==> config.mk <==
export PLATFORM = sky130hd
export DESIGN_NAME = instr_encoder
export DESIGN_NICKNAME = d
export VERILOG_FILES = /design/src/rtl/y86_pkg.sv /design/src/rtl/instr_len.sv /design/src/rtl/instr_encoder.sv
export SDC_FILE = /design/constraint.sdc
export NUM_CORES = 1
export LEC_CHECK = 0
export ABC_AREA = 1
export ABC_CLOCK_PERIOD_IN_PS = 5400
export BUFFER_PORTS_ARGS = -buffer_cell sky130_fd_sc_hd__buf_2
export CORE_UTILIZATION = 55
export DETAILED_ROUTE_END_ITERATION = 6
export PLACE_DENSITY = 0.79
export REMOVE_ABC_BUFFERS = 1
export SYNTH_ARGS = -nofsm -noshare
export SYNTH_HDL_FRONTEND = slang
export SYNTH_SLANG_ARGS = --single-unit
==> constraint.sdc <==
create_clock -name clk -period 5.4 [get_ports clk]
set_input_delay 1.08 -clock clk [delete_from_list [all_inputs] [get_ports clk]]
set_output_delay 1.08 -clock clk [all_outputs]
set_load 0.005 [all_outputs]
==> src/rtl/y86_pkg.sv <==
// Shared Y86-64 definitions: icode values, register sentinel, instruction length lookup
// and the encoder rejection codes.
package y86_pkg;

  localparam logic [3:0] HALT   = 4'h0;
  localparam logic [3:0] NOP    = 4'h1;
  localparam logic [3:0] RRMOVQ = 4'h2;
  localparam logic [3:0] IRMOVQ = 4'h3;
  localparam logic [3:0] RMMOVQ = 4'h4;
  localparam logic [3:0] MRMOVQ = 4'h5;
  localparam logic [3:0] OPQ    = 4'h6;
  localparam logic [3:0] JXX    = 4'h7;
  localparam logic [3:0] CALL   = 4'h8;
  localparam logic [3:0] RET    = 4'h9;
  localparam logic [3:0] PUSHQ  = 4'hA;
  localparam logic [3:0] POPQ   = 4'hB;

  localparam logic [3:0] RNONE  = 4'hF;

  typedef enum logic [1:0] {
    ErrNone     = 2'd0,
    ErrIcode    = 2'd1,
    ErrOverflow = 2'd2,
    ErrField    = 2'd3
  } err_code_e;

  // Length in bytes; 0 marks an undefined icode.
  function automatic logic [3:0] instr_length(input logic [3:0] icode);
    case (icode)
      HALT, NOP, RET:              return 4'd1;
      RRMOVQ, OPQ, PUSHQ, POPQ:    return 4'd2;
      JXX, CALL:                   return 4'd9;
      IRMOVQ, RMMOVQ, MRMOVQ:      return 4'd10;
      default:                     return 4'd0;
    endcase
  endfunction

endpackage

==> src/rtl/instr_len.sv <==
// Combinational icode decoder: instruction length, icode validity and whether a
// register-specifier byte follows the opcode byte.
module instr_len
  import y86_pkg::*;
(
  input  logic [3:0] icode,
  output logic [3:0] len,
  output logic       valid,
  output logic       has_reg
);

  always_comb begin
    len     = instr_length(icode);
    valid   = (len != 4'd0);
    has_reg = 1'b0;
    case (icode)
      RRMOVQ, IRMOVQ, RMMOVQ, MRMOVQ, OPQ, PUSHQ, POPQ: has_reg = 1'b1;
      default:                                          has_reg = 1'b0;
    endcase
  end

endmodule

==> src/rtl/instr_encoder.sv <==
// Y86-64 instruction encoder: serialises one instruction per acceptance into byte writes.
// Field legality checks are compiled in only when INSTR_ENC_REGCHK_EN is defined.
module instr_encoder
  import y86_pkg::*;
#(
  parameter int unsigned IMEM_DEPTH = 2048,
  parameter int unsigned ADDR_W     = 11
) (
  input  logic              clk,
  input  logic              rst,
  input  logic              in_valid,
  output logic              in_ready,
  input  logic [3:0]        icode,
  input  logic [3:0]        ifun,
  input  logic [3:0]        rA,
  input  logic [3:0]        rB,
  input  logic [63:0]       valC,
  input  logic              set_addr,
  input  logic [ADDR_W-1:0] new_addr,
  output logic              wr_en,
  output logic [ADDR_W-1:0] wr_addr,
  output logic [7:0]        wr_data,
  output logic [ADDR_W-1:0] wr_ptr,
  output logic              done,
  output logic              err,
  output logic [1:0]        err_code
);

  typedef enum logic {StIdle, StEmit} state_e;

  localparam logic [ADDR_W:0] Limit = (ADDR_W+1)'(IMEM_DEPTH);

  state_e          r_state, w_state_next;
  logic [ADDR_W:0] r_ptr;
  logic [ADDR_W-1:0] r_base;
  logic [3:0]      r_idx, r_len;
  logic            r_has_reg;
  logic [7:0]      r_byte0, r_regs;
  logic [63:0]     r_valc;
  logic            r_err;
  err_code_e       r_err_code;

  logic            w_accept, w_icode_ok, w_has_reg, w_field_ok, w_last, w_is_valc;
  logic [3:0]      w_len;
  logic [ADDR_W:0] w_base, w_end;
  err_code_e       w_code;

  instr_len u_len (
    .icode   (icode),
    .len     (w_len),
    .valid   (w_icode_ok),
    .has_reg (w_has_reg)
  );

`ifdef INSTR_ENC_REGCHK_EN
  always_comb begin
    w_field_ok = (ifun == 4'h0);
    case (icode)
      IRMOVQ:      w_field_ok = (ifun == 4'h0) && (rA == RNONE);
      PUSHQ, POPQ: w_field_ok = (ifun == 4'h0) && (rB == RNONE);
      OPQ:         w_field_ok = (ifun <= 4'h3);
      JXX, RRMOVQ: w_field_ok = (ifun <= 4'h6);
      default:     ;
    endcase
  end
`else
  assign w_field_ok = 1'b1;
`endif

  assign in_ready = (r_state == StIdle) && !rst;
  assign w_accept = in_valid && in_ready;
  // A pending set_addr moves the base before the instruction is placed.
  assign w_base   = set_addr ? {1'b0, new_addr} : r_ptr;
  assign w_end    = w_base + {{(ADDR_W-3){1'b0}}, w_len};

  always_comb begin
    if (!w_icode_ok)      w_code = ErrIcode;
    else if (!w_field_ok) w_code = ErrField;
    else if (w_end > Limit) w_code = ErrOverflow;
    else                  w_code = ErrNone;
  end

  assign w_last    = (r_idx == r_len - 4'd1);
  assign w_is_valc = (r_idx != 4'd0) && !(r_has_reg && (r_idx == 4'd1));
  assign wr_addr   = r_base + {{(ADDR_W-4){1'b0}}, r_idx};

  always_comb begin
    w_state_next = r_state;
    wr_en        = 1'b0;
    done         = 1'b0;
    wr_data      = 8'h00;
    unique case (r_state)
      StIdle: if (w_accept && (w_code == ErrNone)) w_state_next = StEmit;
      StEmit: begin
        wr_en = 1'b1;
        if (r_idx == 4'd0)  wr_data = r_byte0;
        else if (w_is_valc) wr_data = r_valc[63:56];
        else                wr_data = r_regs;
        if (w_last) begin
          done         = 1'b1;
          w_state_next = StIdle;
        end
      end
      default: w_state_next = StIdle;
    endcase
  end

  always_ff @(posedge clk or posedge rst) begin
    if (rst) r_state <= StIdle;
    else     r_state <= w_state_next;
  end

  always_ff @(posedge clk or posedge rst) begin
    if (rst) begin
      r_ptr      <= '0;
      r_base     <= '0;
      r_idx      <= '0;
      r_len      <= '0;
      r_has_reg  <= 1'b0;
      r_byte0    <= '0;
      r_regs     <= '0;
      r_valc     <= '0;
      r_err      <= 1'b0;
      r_err_code <= ErrNone;
    end else begin
      r_err      <= 1'b0;
      r_err_code <= ErrNone;
      if (r_state == StIdle) begin
        if (set_addr) r_ptr <= {1'b0, new_addr};
        if (w_accept) begin
          if (w_code != ErrNone) begin
            r_err      <= 1'b1;
            r_err_code <= w_code;
          end else begin
            r_base    <= w_base[ADDR_W-1:0];
            r_idx     <= '0;
            r_len     <= w_len;
            r_has_reg <= w_has_reg;
            r_byte0   <= {icode, ifun};
            r_regs    <= {rA, rB};
            r_valc    <= valC;
          end
        end
      end else begin
        r_idx <= r_idx + 4'd1;
        if (w_is_valc) r_valc <= {r_valc[55:0], 8'h00};
        // Pointer may land exactly on IMEM_DEPTH; the extra bit keeps it from wrapping.
        if (w_last) r_ptr <= {1'b0, r_base} + {{(ADDR_W-3){1'b0}}, r_len};
      end
    end
  end

  // A full memory is reported as the last address rather than wrapping to 0.
  assign wr_ptr   = r_ptr[ADDR_W] ? {ADDR_W{1'b1}} : r_ptr[ADDR_W-1:0];
  assign err      = r_err;
  assign err_code = r_err_code;

endmodule

==> metrics.md, run 1 <==
| Metric | Value |
|---|---|
| PD cells | 605 nW/um2 |
| Final hold slack | 0.471 ns |
| Status | finished, violations left |
| Endpoints failing setup | 0 |
| Initial antenna violation count | 0 |
| RSZ-0062 raised after global routing | no |
| Critical hold path startpoint | r_regs[0] |
| Crit start category | primary input |
| Top post-synthesis cells by area | dfrtp_1 (43%), nand2_1 (24%), nand3_1 (8.4%), inv_1 (3.4%), ha_1 (2.6%) |
| WL/cell | 14.2 um |
| Main combinational cell family by area after synthesis | simple AND/OR/NAND/NOR gates |
| Final setup margin | 1.37 ns |
| WHS Endpoint | r_regs[0] |
| Synth Register Bits | 115 |
| Final antenna-violating net count | 0 |
| Synth top area share | 42.5% |
| P&R area growth vs syn | 17.8% |
| H-tree depth | 4 |
| Critical path type | in -> reg |
| IO Port Bufs | 130 |
| Max reg flops | 64 |
| Worst rel slew slack | 33.7% |
| Path depth of the worst reg2reg path | 18 |
| Regs by FF count | r_valc: 64 flops, r_ptr: 12 flops, r_base: 11 flops |
| Detailed-route DRC error count | 1 |
| Post-CTS setup buffers | 0 |
| Area leader, netlist | dfrtp_1 |
| Gates resized, CTS repair | 0 |
| All-Layer GR Usage | 27.8% |
| Count leader, synth | nand2_1 |
| Yosys cell types | 35 |
| Post-Synth Simple-Gate Area | 37.5% |
| F_max | 248 MHz |
| Post-synthesis mux area share | 0.148% |
| First-pass GRT wire length | 27900 um |
| Synthesized area per cell | 7.20 um2 |
| Synth Warn # | 0 |
| Clock Tree Buf Depth | 2 |
| Synth Area in Compound Gates | 5.73% |
| GRT overflow | 0 |
| Critical Path AT | 4.38 ns |
| Core Area | 12000 um2 |
| Fin. max-slew vios | 0 |
| Reg2reg setup slack | 1.91 ns |
| Tightest Pin Transition | 0.994 ns |
| Final Hold Viols | 0 |
| Setup tns final | 0 ns |
| Synth Area in Adders | 3.48% |
| NumNets Final | 1154 |
| CTS root buffer | clkbuf_16 |
| Hold/Removal Path Class | reg -> reg |
| Initial core utilization | 56.3% |
| Post-synthesis xor/xnor area fraction | 2.46% |
| Vias in the first global route | 5877 |
| Top cells by count, synth | nand2_1 (433), dfrtp_1 (115), nand3_1 (113), inv_1 (61), clkbuf_1 (27) |
| Part of the Yosys area used for sequential elements | 42.5% |
| Pre-CTS setup slack | 1.08 ns |
| CP Capture Type | flip-flop |
| Post-synth EDFFs | 0 |
| DR pass1 iterations | 7 |
| Die ar. | 12700 um2 |
| Die W | 113 um |
| Site Rows | 40 |
| Hpwl dp | 10900 um |
| Ports | 131 |
| Vias per cell | 5.28 |
| Ant diodes | 0 |
| Hold-fix buffers, CTS | 0 |
| Req. time, crit path | 5.75 ns |
| P_leak | 4.54 nW |
| RD Place Congestion | 0.872 |
| Max rail drop VDD | 0.468 mV |
| Wirelength, routed | 17100 um |
| Largest net degree at the start of global routing | 116 |
| Violated checks | design-rule violations |
| Worst reg2reg path endpoint | r_valc[21] |
| Share of layout cells above drive strength 1 | 18.2% |
| Worst r2r src | r_ptr[0] |
| Synth async-reset ratio | 100% |
| Number of clock sinks | 115 |
| Final min period | 4.03 ns |
| Synthesized instance count | 939 |
| Die Ht | 113 um |
| Clock Latency Late Sink | 0.42 ns |
| Synth Flop Type | dfrtp_1 |
| Hold path depth | 2 |
| TritonCTS clock tree | yes |
| Vias after detailed routing | 6351 |
| Num CTS Buffers | 17 |
| Max FO, Critical Path | 56 |
| Worst clock skew | 0.00859 ns |
| Initial DRC Count | 596 |
| Synth Cell Area | 6770 um2 |
| Biggest register | r_valc |
| MaxCap Viol Count | 0 |
| Fin crit share | 74.6% |
| CTS clk-pin slew, worst paths | 0.05 ns |
## worst max-delay path by stage
stage | start | end | slack [ns] | cells past startpoint
final | set_addr | r_valc[21] | 1.37 | 18
after global routing | set_addr | r_valc[21] | 1.12 | 18
after CTS | set_addr | r_valc[55] | 1.47 | 18
after detailed placement | set_addr | r_valc[55] | 1.08 | 18
after global placement | set_addr | r_valc[17] | 1.22 | 18
after floorplan | r_state | r_valc[10] | 1.12 | 4
## report_power, final
group          switching [W]  internal, W  total, W
sequential          0.000314      0.00125   0.00156
clock               0.000397     0.000773   0.00117
combinational        0.00134     0.000748   0.00209
total                0.00205      0.00277   0.00482
## through the flow
step	utilization, %	cells	instance area, um2	power, W
after floorplan	-	888	6460	0.00294
after global placement	61.2	1170	7360	0.00358
after detailed placement	61.2	1170	7360	0.00365
after CTS	66.4	1202	7970	0.00483
after global routing	66.4	1202	7970	0.00520
final	66.4	1202	7970	0.00482
## area by class of cell
cell class | instances | area, um2
clock buffer | 24 | 492
clock inverter | 8 | 124
fill | 1049 | 4040
inverter | 65 | 249
multi-input combinational | 708 | 3340
sequential | 115 | 2880
tap | 147 | 184
timing repair buffer | 135 | 701
## critical path: stages
cell and delay [ns]:
buf_2 0.20, o21ai_0 0.35, ha_1 0.23, inv_1 0.05, fa_1 0.39, nor2_1 0.11, nand2_1 0.07, nand2_2 0.11
nand2_1 0.10, o21ai_1 0.14, nand2_1 0.06, nor2_1 0.14, nand3_1 0.16, nand2_4 0.33, nand2_4 0.11, nand2_4 0.47
nand2_1 0.13, nand2_1 0.10
## logic make-up (layout without fill, tap and decap cells)
group	Yosys count	after routing
xor+xnor	19	19
simple gates	608	608
compound gates	63	63
buf+inv	116	232
flops	115	115
fa+ha+maj	17	17
mux	1	1
## per-layer routing
metal	GRT usage [%]	wire, um	up-vias
met2	45.6	8210	204
met4	9.21	266	0
met1	37.4	7640	2941
met5	0	0	-
met3	5.46	955	21
li1	-	-	3185
## placed cells by master (no fill, tap or decap), drive strengths merged
| master | count |
|---|---|
| buf | 135 |
| xnor2 | 2 |
| dfrtp | 115 |
| or2 | 9 |
| o41ai | 1 |
| nand4 | 12 |
| o211ai | 11 |
| clkbuf | 24 |
| clkinv | 3 |
| fa | 3 |
| nand3 | 113 |
| mux2i | 1 |
| o21ai | 27 |
| a21oi | 12 |
| nor3 | 4 |
| clkinvlp | 2 |
| nor2 | 28 |
| bufinv | 3 |
| a31oi | 1 |
| ha | 14 |
| nand2 | 442 |
| inv | 65 |
| a211oi | 1 |
| xor2 | 17 |
| o221ai | 10 |
No activity file was read; power rests on OpenSTA's default activity.
==> inputs of run 2 (changes only) <==
--- a/config.mk
+++ b/config.mk
@@ -6,7 +6,7 @@
 export NUM_CORES = 1
 export LEC_CHECK = 0
 export ABC_AREA = 1
-export ABC_CLOCK_PERIOD_IN_PS = 5400
+export ABC_CLOCK_PERIOD_IN_PS = 4050
 export BUFFER_PORTS_ARGS = -buffer_cell sky130_fd_sc_hd__buf_2
 export CORE_UTILIZATION = 55
 export DETAILED_ROUTE_END_ITERATION = 6
==> constraint.sdc (replaced) <==
create_clock -name clk -period 4.05 [get_ports clk]
set_input_delay 0.81 -clock clk [delete_from_list [all_inputs] [get_ports clk]]
set_output_delay 0.81 -clock clk [all_outputs]
set_load 0.005 [all_outputs]
==> metrics.md, run 2 (synthesis results as in run 1) <==
| Metric | Value |
|---|---|
| Worst r2r src | r_ptr[0] |
| Num CTS Buffers | 17 (unchanged) |
| Detailed-route DRC error count | 0 (-1) |
| Gates resized, CTS repair | 0 (unchanged) |
| RSZ-0062 raised after global routing | no |
| Ant diodes | 0 (unchanged) |
| Fin. max-slew vios | 0 (unchanged) |
| Final hold slack | 0.470 ns (-0.00147 ns) |
| Biggest register | r_valc |
| Wirelength, routed | 17100 um (about the same) |
| Max rail drop VDD | 0.435 mV (-7.0%) |
| Site Rows | 40 (unchanged) |
| Dpl cells | 1178 (+0.68%) |
| Critical Path Source | r_base[2] |
| H-tree depth | 4 (unchanged) |
| Largest net degree at the start of global routing | 72 (-38%) |
| All-Layer GR Usage | 28.6% (+0.78 points) |
| NumNets Final | 1162 (+0.69%) |
| MaxCap Viol Count | 0 (unchanged) |
| Final min period | 3.38 ns |
| CTS root buffer | clkbuf_16 |
| Core Area | 12000 um2 (unchanged) |
| Die Ht | 113 um (unchanged) |
| Vias in the first global route | 6167 (+4.9%) |
| Filler cell count | 1076 (+2.6%) |
| Req. time, crit path | 3.24 ns (-2.51 ns) |
| Vias per cell | 5.36 (+1.4%) |
| WL/cell | 14.1 um (-0.59%) |
| IO Port Bufs | 130 (unchanged) |
| CP Capture Type | output port |
| Die ar. | 12700 um2 (unchanged) |
| Fin crit share | 83.4% |
| Hold/Removal Path Class | in -> async |
| Number of clock sinks | 115 (unchanged) |
| Final Hold Viols | 0 (unchanged) |
| Initial DRC Count | 596 (unchanged) |
| TritonCTS clock tree | yes |
| Critical Path AT | 2.57 ns (-1.81 ns) |
| P_leak | 4.57 nW (+0.79%) |
| Worst rel slew slack | 31.7% (-2.0 points) |
| Max FO, Critical Path | 6 (-89%) |
| P&R area growth vs syn | 18.8% |
| Ports | 131 (unchanged) |
| Fin util | 66.9% (+0.55 points) |
| RD Place Congestion | 0.887 (+1.8%) |
| Crit start category | flip-flop |
| Final antenna-violating net count | 0 (unchanged) |
| PD cells | 805 nW/um2 (+33%) |
| DR pass1 iterations | 5 (-2) |
| Pre-CTS setup slack | 0.403 ns (-0.675 ns) |
| Initial core utilization | 56.3% (unchanged) |
| Max reg flops | 64 (unchanged) |
| First-pass GRT wire length | 28700 um (+3.0%) |
| Hpwl dp | 11300 um (+3.9%) |
| Status | completed |
| Initial antenna violation count | 0 (unchanged) |
| Post-CTS setup buffers | 0 (unchanged) |
| Critical path type | reg -> out |
| F_max | 296 MHz |
| Commonest cells after routing, fill and taps aside | nand2_1 (433), buf_2 (130), dfrtp_1 (114) |
| Worst clock skew | 0.0103 ns (+0.00172 ns) |
| Regs by FF count | r_valc: 64 flops, r_ptr: 12 flops, r_base: 11 flops |
| Endpoints failing setup | 0 (unchanged) |
| Setup tns final | 0 ns (unchanged) |
| Clock Tree Buf Depth | 2 (unchanged) |
| CTS clk-pin slew, worst paths | 0.05 ns (about the same) |
| Vias after detailed routing | 6485 (+2.1%) |
| GRT overflow | 0 (unchanged) |
| Final setup margin | 0.674 ns (-0.698 ns) |
| Fin cells | 1210 (+0.67%) |
| Die W | 113 um (unchanged) |
| Clock Latency Late Sink | 0.42 ns (about the same) |
| Most common cell after layout, fill and taps aside | nand2_1 |
| Share of layout cells above drive strength 1 | 18.7% (+0.52 points) |
| Tightest Pin Transition | 1.02 ns (+0.0296 ns) |
| Hold-fix buffers, CTS | 0 (unchanged) |
## run 2: cell count changes in the layout (fill, tap and decap cells not counted), sizes merged
| cell | before | now |
|---|---|---|
| buf | 135 | 143 |
| clkbuf | 24 | 23 |
| clkinv | 3 | 4 |
## run 2: area by class of cell
class                           count  area [um2]  share of cell area [%]
Sequential cell                   115        2880                    35.8
Clock inverter                      9         129                    1.60
Inverter                           65         249                    3.10
Multi-Input combinational cell    708        3340                    41.6
Timing Repair Buffer              143         786                    9.78
Clock buffer                       23         468                    5.82
Tap cell                          147         184                    2.29
## run 2: worst paths after layout
kind                            slack, ns  depth (start not counted)         end
worst max-delay path                 0.67                         10  wr_addr[9]
worst min-delay path                 0.47                          2   r_base[0]
worst max register to register       1.06                         19  r_valc[25]
worst min register to register       0.47                          2   r_regs[7]
max in group asynchronous            2.78                          3  r_valc[52]
min in group clk                     0.47                          2   r_regs[7]
## run 2: routing by layer
metal	part of all wire, %	global-route usage, %
met5	0	0
met4	2.0	9.74
met3	6.0	6.37
met2	48	47.7
met1	44	37.0
## run 2: power by group
part           internal (W)  switching (W)  total [W]  leakage [nW]
clock              0.000996       0.000523    0.00152         0.287
combinational       0.00106        0.00183    0.00289          2.82
sequential          0.00167       0.000392    0.00206          1.46
total               0.00373        0.00275    0.00647          4.57
## run 2: metrics by stage
| step | power (W) | instance area [um2] |
|---|---|---|
| after floorplan | 0.00392 | 6460 |
| after global placement | 0.00487 | 7440 |
| after detailed placement | 0.00494 | 7440 |
| after CTS | 0.00649 | 8040 |
| after global routing | 0.00701 | 8040 |
| final | 0.00647 | 8040 |
## run 2: worst max-delay path, stage by stage, from the launching register on
cell and delay (ns):
dfrtp_1 0.45, ha_1 0.39, nand2_1 0.09, nor2_1 0.04
a211oi_1 0.30, nor2_1 0.07, o21ai_0 0.31, nor2_1 0.13
nand2_1 0.10, xor2_1 0.15, buf_2 0.13
